==> src/rtl/enable_lock_ctrl.sv <==
// -----------------------------------------------------------------------------
// enable_lock_ctrl
//
// Sequencer that owns the 4-bit control_signal code consumed by the
// enable/lock decoder (0001 = enable_all, 0010 = disabled, 0011 = lock_on).
// Two requesters issue commands through a valid/ready handshake. A
// round-robin arbiter picks one of them. A three-state FSM
// (DISABLED, ENABLED, LOCKED) then applies the command. LOCKED is sticky
// until reset. After every state change the arbiter is held off for
// SETTLE_CYCLES cycles, so downstream logic sees stable enables.
//
// Parameters
//   SETTLE_CYCLES   cycles req_ready stays low after a state change (0..255)
//
// Ports
//   clk             rising-edge clock
//   rst_n           synchronous active-low reset
//   req_valid[1:0]  per-requester request valid
//   req_cmd[3:0]    per-requester command, bits [2i+1:2i]
//                   (01 ENABLE, 10 DISABLE, 11 LOCK, 00 illegal)
//   req_ready[1:0]  per-requester grant (combinational)
//   control_signal  registered decoder code
//   state[1:0]      registered FSM state (00 DISABLED, 01 ENABLED, 10 LOCKED)
//   resp_valid      one-cycle pulse per accepted command
//   resp_id         requester index of the response
//   resp_err        the accepted command was rejected
//   err_count[7:0]  saturating count of rejected commands
//                   (present only when ENABLE_LOCK_CTRL_ERR_CNT_EN is defined)
//
// Optional feature macro: ENABLE_LOCK_CTRL_ERR_CNT_EN
// -----------------------------------------------------------------------------
module enable_lock_ctrl #(
    parameter int SETTLE_CYCLES = 4
) (
    input  logic       clk,
    input  logic       rst_n,
    input  logic [1:0] req_valid,
    input  logic [3:0] req_cmd,
    output logic [1:0] req_ready,
    output logic [3:0] control_signal,
    output logic [1:0] state,
    output logic       resp_valid,
    output logic       resp_id,
    output logic       resp_err
`ifdef ENABLE_LOCK_CTRL_ERR_CNT_EN
    ,
    output logic [7:0] err_count
`endif
);

    // The settle counter must be able to hold SETTLE_CYCLES. It keeps at
    // least one bit, so that SETTLE_CYCLES = 0 still elaborates.
    localparam int CNT_W = (SETTLE_CYCLES > 1) ? $clog2(SETTLE_CYCLES + 1) : 1;
    localparam logic [CNT_W-1:0] SETTLE_LOAD = CNT_W'(SETTLE_CYCLES);
    localparam logic [CNT_W-1:0] CNT_ZERO    = CNT_W'(32'd0);
    localparam logic [CNT_W-1:0] CNT_ONE     = CNT_W'(32'd1);

    localparam logic [1:0] CMD_ENABLE  = 2'b01;
    localparam logic [1:0] CMD_DISABLE = 2'b10;
    localparam logic [1:0] CMD_LOCK    = 2'b11;

    typedef enum logic [1:0] {
        ST_DISABLED = 2'b00,
        ST_ENABLED  = 2'b01,
        ST_LOCKED   = 2'b10
    } state_e;

    // Decoder code for each state. The unused state encoding maps to the
    // disabled code, so an illegal decoder code is never driven.
    function automatic logic [3:0] code_of(input state_e s);
        logic [3:0] code;
        case (s)
            ST_DISABLED: code = 4'b0010;
            ST_ENABLED:  code = 4'b0001;
            ST_LOCKED:   code = 4'b0011;
            default:     code = 4'b0010;
        endcase
        return code;
    endfunction

    state_e           state_r;
    logic [3:0]       ctrl_r;
    logic [CNT_W-1:0] settle_cnt_r;
    logic             pref_r;          // requester favoured when both are valid
    logic             resp_valid_r;
    logic             resp_id_r;
    logic             resp_err_r;

    logic       settled_s;
    logic [1:0] grant_s;
    logic       xfer_s;
    logic       xfer_id_s;
    logic [1:0] cmd_s;
    state_e     next_state_s;
    state_e     commit_state_s;
    logic       reject_s;
    logic       changed_s;

    assign settled_s = (settle_cnt_r == CNT_ZERO);

    // Round-robin grant: nothing while settling, otherwise the lone valid
    // requester, or the favoured one when both are valid.
    always_comb begin
        grant_s = 2'b00;
        if (!settled_s) begin
            grant_s = 2'b00;
        end else if (req_valid == 2'b11) begin
            grant_s = pref_r ? 2'b10 : 2'b01;
        end else begin
            grant_s = req_valid;
        end
    end

    assign xfer_s    = |(req_valid & grant_s);
    assign xfer_id_s = grant_s[1];
    assign cmd_s     = xfer_id_s ? req_cmd[3:2] : req_cmd[1:0];

    // Command decode. This block gives the proposed next state and tells
    // whether the command is rejected.
    always_comb begin
        next_state_s = state_r;
        reject_s     = 1'b0;
        case (state_r)
            ST_DISABLED, ST_ENABLED: begin
                case (cmd_s)
                    CMD_ENABLE:  next_state_s = ST_ENABLED;
                    CMD_DISABLE: next_state_s = ST_DISABLED;
                    CMD_LOCK:    next_state_s = ST_LOCKED;
                    default:     reject_s     = 1'b1;
                endcase
            end
            ST_LOCKED: begin
                reject_s = 1'b1;
            end
            default: begin
                // The unused encoding falls back to the safe disabled state.
                next_state_s = ST_DISABLED;
                reject_s     = 1'b1;
            end
        endcase
    end

    // Select the state that is committed at the next edge.
    always_comb begin
        commit_state_s = state_r;
        if (xfer_s) begin
            commit_state_s = next_state_s;
        end else begin
            commit_state_s = state_r;
        end
    end

    assign changed_s = xfer_s && (commit_state_s != state_r);

    // FSM, settle counter, arbitration pointer and response registers.
    always_ff @(posedge clk) begin
        if (!rst_n) begin
            state_r      <= ST_DISABLED;
            ctrl_r       <= 4'b0010;
            settle_cnt_r <= CNT_ZERO;
            pref_r       <= 1'b0;
            resp_valid_r <= 1'b0;
            resp_id_r    <= 1'b0;
            resp_err_r   <= 1'b0;
        end else begin
            state_r <= commit_state_s;
            ctrl_r  <= code_of(commit_state_s);

            if (changed_s) begin
                settle_cnt_r <= SETTLE_LOAD;
            end else if (!settled_s) begin
                settle_cnt_r <= settle_cnt_r - CNT_ONE;
            end else begin
                settle_cnt_r <= settle_cnt_r;
            end

            if (xfer_s) begin
                pref_r <= ~xfer_id_s;
            end else begin
                pref_r <= pref_r;
            end

            resp_valid_r <= xfer_s;
            resp_id_r    <= xfer_s & xfer_id_s;
            resp_err_r   <= xfer_s & reject_s;
        end
    end

`ifdef ENABLE_LOCK_CTRL_ERR_CNT_EN
    logic [7:0] err_count_r;

    // Saturating count of rejected commands. It updates on the same edge
    // as the response.
    always_ff @(posedge clk) begin
        if (!rst_n) begin
            err_count_r <= 8'd0;
        end else if (xfer_s && reject_s && (err_count_r != 8'd255)) begin
            err_count_r <= err_count_r + 8'd1;
        end else begin
            err_count_r <= err_count_r;
        end
    end

    assign err_count = err_count_r;
`endif

    assign req_ready      = grant_s;
    assign control_signal = ctrl_r;
    assign state          = state_r;
    assign resp_valid     = resp_valid_r;
    assign resp_id        = resp_id_r;
    assign resp_err       = resp_err_r;

endmodule

==> config.mk <==
export PLATFORM = sky130hd
export DESIGN_NAME = enable_lock_ctrl
export DESIGN_NICKNAME = d
export VERILOG_FILES = /design/src/rtl/enable_lock_ctrl.sv
export SDC_FILE = /design/constraint.sdc
export NUM_CORES = 1
export LEC_CHECK = 0
export CORE_MARGIN = 2
export CORE_UTILIZATION = 47
export CTS_CLUSTER_DIAMETER = 80
export CTS_CLUSTER_SIZE = 20
export DETAILED_ROUTE_END_ITERATION = 10
export GPL_TIMING_DRIVEN = 0
export PLACE_DENSITY = 0.84
export REMOVE_ABC_BUFFERS = 1
export SYNTH_ARGS = -nofsm -noshare
export SYNTH_HDL_FRONTEND = slang
export SYNTH_SLANG_ARGS = --single-unit
==> constraint.sdc <==
create_clock -name clk -period 5.1 [get_ports clk]
set_clock_uncertainty 0.15 [all_clocks]
set_input_delay 1.02 -clock clk [delete_from_list [all_inputs] [get_ports clk]]
set_output_delay 1.02 -clock clk [all_outputs]
set_load 0.02 [all_outputs]
Word-level counts from Yosys, hierarchy flattened --
Index checks and enable logic that the tools add are counted. W data, S select, Z words.
Word-level totals: bits in registers 13, bits in latches 0, bits in writable memories 0, memory bits (read-only) 0, input bits 8, output and inout bits 11, memories kept 0
Operators by class: $add $sub $neg 1, $mul 0, divide/modulo/power cells 0, magnitude comparators 0, eq/ne operators 10, shift-type cells 0, multiplexer cells 12, bitwise logic cells 5, reductions and logical operators 7
Operators with widths (number):
- $eq A2 B2 Y1 const B | 5
- $mux W2 | 5
- $pmux W2 S2 | 2
- $eq A2 B1 Y1 const B | 3
- $mux W3 | 2
- $pmux W2 S3 | 1
- $reduce_or A2 Y1 | 3
- $logic_not A3 Y1 | 1
- $reduce_or A3 Y1 | 1
- $sub A3 B1 Y3 const B | 1
- $and A1 B1 Y1 | 2
- $and A2 B2 Y2 | 1
- $logic_not A2 Y1 | 1
- $mux W1 | 2
- $ne A2 B1 Y1 const B | 1
- $ne A2 B2 Y1 | 1
- $not A1 Y1 | 2
- $logic_and A1 B1 Y1 | 1

Logic depth before layout (Yosys ltp) --
word-level depth 11, mapped depth 9

Worst setup path before layout --
No wires, ideal clock.
kind input to output, start point input port req_valid[0], end point output port req_ready[0], arrival time 1460 ps, path slack 2470 ps, stages 2, buffers on the path 0, cell sequence a21boi_0 -> and2_1
On the way: word-level cells in the longest chain between the ends 3
RTL lines:
- start: declaration | line 37 | input logic [1:0] req_valid,
- $eq A2 B2 Y1 | line 107 | end else if (req_valid == 2'b11) begin
- $mux W2 (*) | line 107
- $mux W2 (*) | line 105 | if (!settled_s) begin
- end: declaration | line 39 | output logic [1:0] req_ready,
Mark *: on every way between the ends. The rest lies on a longest branch, timed or not.

Worst setup path after layout --
Same ends and word-level chain as after synthesis.

==> flow_metrics.env <==
export IMPL_synthCells=64
export IMPL_rows=13
export IMPL_reg2reg_slack_ps=2690
export IMPL_nets=95
export IMPL_crit_family="buffers and inverters"
export IMPL_antenna_left=0
export IMPL_cts_buffers=3
export IMPL_die_height_um=40.1
export IMPL_maxCapViolations=0
export IMPL_clk_latency_ps=270
export IMPL_cts_max_level=1
export IMPL_fin_area_um2=802
export IMPL_grt_overflow=0
export IMPL_p_leak_nw=0.327
export IMPL_hold_path_class="flip-flop to flip-flop"
export IMPL_cts_tree="built"
export IMPL_fill_cells=111
export IMPL_worst_setup_path_end_kind="primary output"
export IMPL_worstSetupPathType="input pin to primary output"
export IMPL_syn_avg_cell_area_um2=9.58
export IMPL_synthFlopType="dfxtp_1"
export IMPL_wl_per_cell_um=12.5
export IMPL_setup_tns_final_ps=0
export IMPL_min_from="state[1]"
export IMPL_grt_pass1_vias=445
export IMPL_num_antenna_cells=0
export IMPL_hold_viol_final=0
export IMPL_cpPeakStageDelay_ps=600
export IMPL_holdWs_ps=414
export IMPL_slowest_stage="clkdlybuf4s50_1"
export IMPL_synth_seq_area_share_pct=35.9
export IMPL_syn_cell_area_um2=613
export IMPL_synth_edf_count=0
export IMPL_area_delta_synth_final_pct=30.8
export IMPL_antenna_found_initial=0
export IMPL_grt_start_max_net_pins=12
export IMPL_cpMostUsedCell="clkdlybuf4s50_1"
export IMPL_yosysUniqueCellTypes=33
export IMPL_power_density_nw_per_um2=616
export IMPL_grt_pass1_wl_mm=1.96
export IMPL_regToRegStartpoint="settle_cnt_r[0]"
export IMPL_setup_viol=0
export IMPL_drv_slew=0
export IMPL_status="complete, no violations"
export IMPL_cts_resized_gates=0
export IMPL_drt_total_wl_mm=1.21
export IMPL_die_area_um2=1610
export IMPL_startpoint="req_valid[0]"
export IMPL_finalCriticalPeriod_ps=3730
export IMPL_io_pins=19
export IMPL_crit_required_ps=3930
export IMPL_ys_ff_latch=11
export IMPL_hold_buffers=0
export IMPL_cts_buffer_depth=2
export IMPL_timing_final_crit_share_pct=73.1
export IMPL_yosysTopAreaCellShare_pct=35.9
export IMPL_drc=0
export IMPL_place_area_um2=776
export IMPL_crit_path_cell_trace="clkdlybuf4s50_1 -> a21boi_0 -> and2_1 -> clkdlybuf4s50_1"
export IMPL_critPathLaunchType="input pin"
export IMPL_crit_arrival_ps=2560
export IMPL_core_area_um2=1250
export IMPL_place_gp_congestion=0.836
export IMPL_fmax_mhz=268
export IMPL_dp_hpwl_um=957
export IMPL_synth_warnings=0
export IMPL_path_buf_inv=2
export IMPL_worstPathMaxFanout=3
export IMPL_ys_top_cells_by_area="dfxtp_1, ha_1, a2111oi_4"
export IMPL_path_clk_slew_ps=70
export IMPL_layout_drive_gt1_share_pct=13.4
export IMPL_vias_per_cell=5.20
export IMPL_first_iter_violations=6
export IMPL_ir_drop_uv=307
export IMPL_floorplan_initialDensity_pct=49.0
export IMPL_async_reset_ff_share_pct=0
export IMPL_die_w_um=40.1
export IMPL_post_cts_buffers=0
export IMPL_ys_top_cells_by_count="dfxtp_1, inv_1, ha_1, nor2_1"
export IMPL_synth_most_common_cell="dfxtp_1"
export IMPL_clock_sinks=11
export IMPL_yosysTopAreaCell="dfxtp_1"
export IMPL_vias=504
export IMPL_track_usage_pct=19.1
export IMPL_rsz0062_at_grt="false"
export IMPL_root_buffer="clkbuf_4"
export IMPL_first_pass_iters=4
export IMPL_portBuffers=16
-- cell usage in the layout (no fill, tap or decap) --
| cell | count |
|---|---|
| nor3b_1 | 1 |
| xor2_1 | 1 |
| a21o_1 | 1 |
| clkbuf_1 | 1 |
| o31a_1 | 1 |
| ha_1 | 4 |
| and2_1 | 3 |
| a311o_1 | 1 |
| nor3_1 | 1 |
| a2111oi_4 | 1 |
| nand2b_4 | 1 |
| o21ai_0 | 2 |
| nor2_1 | 4 |
| dfxtp_1 | 11 |
| and4_1 | 1 |
| and3_1 | 1 |
| a21boi_0 | 2 |
| conb_1 | 2 |
| and3_4 | 1 |
| clkbuf_4 | 3 |
| a211oi_1 | 2 |
| a21oi_1 | 3 |
| and2_2 | 1 |
| o211ai_1 | 1 |
| nand2_1 | 3 |
| and2_4 | 1 |
| and3_2 | 1 |
| a32o_1 | 1 |
| clkdlybuf4s50_1 | 16 |
| mux2_2 | 1 |
| o21a_1 | 1 |
| mux2i_1 | 1 |
| inv_1 | 6 |
| or3_4 | 1 |
-- final timing paths --
check	endpoint	cells past startpoint
setup / recovery	req_ready[0]	4
hold / removal	state[1]	2
setup reg to reg	control_signal[0]	9
hold reg to reg	state[1]	2
-- tightest hold or removal path, delay by kind of cell, from the launching register on --
family                 cells  cell delay, ps
buffers and inverters      1             100
flip-flops                 1             370
AO/OA/AOI/OAI              1              60
-- power by group --
group	internal, W	total [W]	switching (W)	leakage (nW)
logic	0.000141	0.000299	0.000158	0.222
registers	0.000117	0.000135	0.0000179	0.0905
clock network	0.0000303	0.0000595	0.0000292	0.0150
total	0.000288	0.000494	0.000206	0.327
-- final cells by class --
cell class / instances / area, um2 / area share [%]
multi-input cells: 45 / 354 / 44.1
flip-flops and latches: 11 / 220 / 27.5
repair buffers: 16 / 160 / 20.0
clock buffers: 4 / 26.3 / 3.28
inverters: 6 / 22.5 / 2.81
well taps: 15 / 18.8 / 2.34
-- metal layers --
layer  part of all wire (%)  GRT usage [%]  up-vias
met4                   0.91           12.9        0
met3                    4.3           5.56        2
met2                     46           27.8        9
met5                      0              0        -
met1                     48           23.9      235
li1                       -              -      258
-- metrics by stage --
stage                     power, W  util [%]  setup WS, ps  instances
after detailed placement  0.000437      61.9          1370         93
after global placement    0.000428      61.9          1370         93
after CTS                 0.000497      64.0          1370         97
final                     0.000494      64.0          1370         97
after floorplan           0.000346         -          2470         62
after global routing      0.000533      64.0          1310         97
-- flip-flops by register name, indices dropped and copies added (netlist names) --
register / cells
settle_cnt_r: 3
control_signal: 2
resp_err: 1
pref_r: 1
state: 2
resp_valid: 1
resp_id: 1
-- kinds of logic (layout without fill, tap and decap cells) --
family / count (synthesis) / after routing / share of synthesized area (%)
buffers and inverters: 9 / 26 / 6.94
AO/OA/AOI/OAI: 16 / 16 / 21.8
AND/OR/NAND/NOR: 20 / 20 / 21.6
other: 1 / 2 / 0.612
adder cells (fa/ha/maj): 4 / 4 / 8.16
XOR/XNOR: 1 / 1 / 1.43
multiplexers: 2 / 2 / 3.47
flip-flops: 11 / 11 / 35.9
Note: power is estimated with default switching activity, not from simulation.
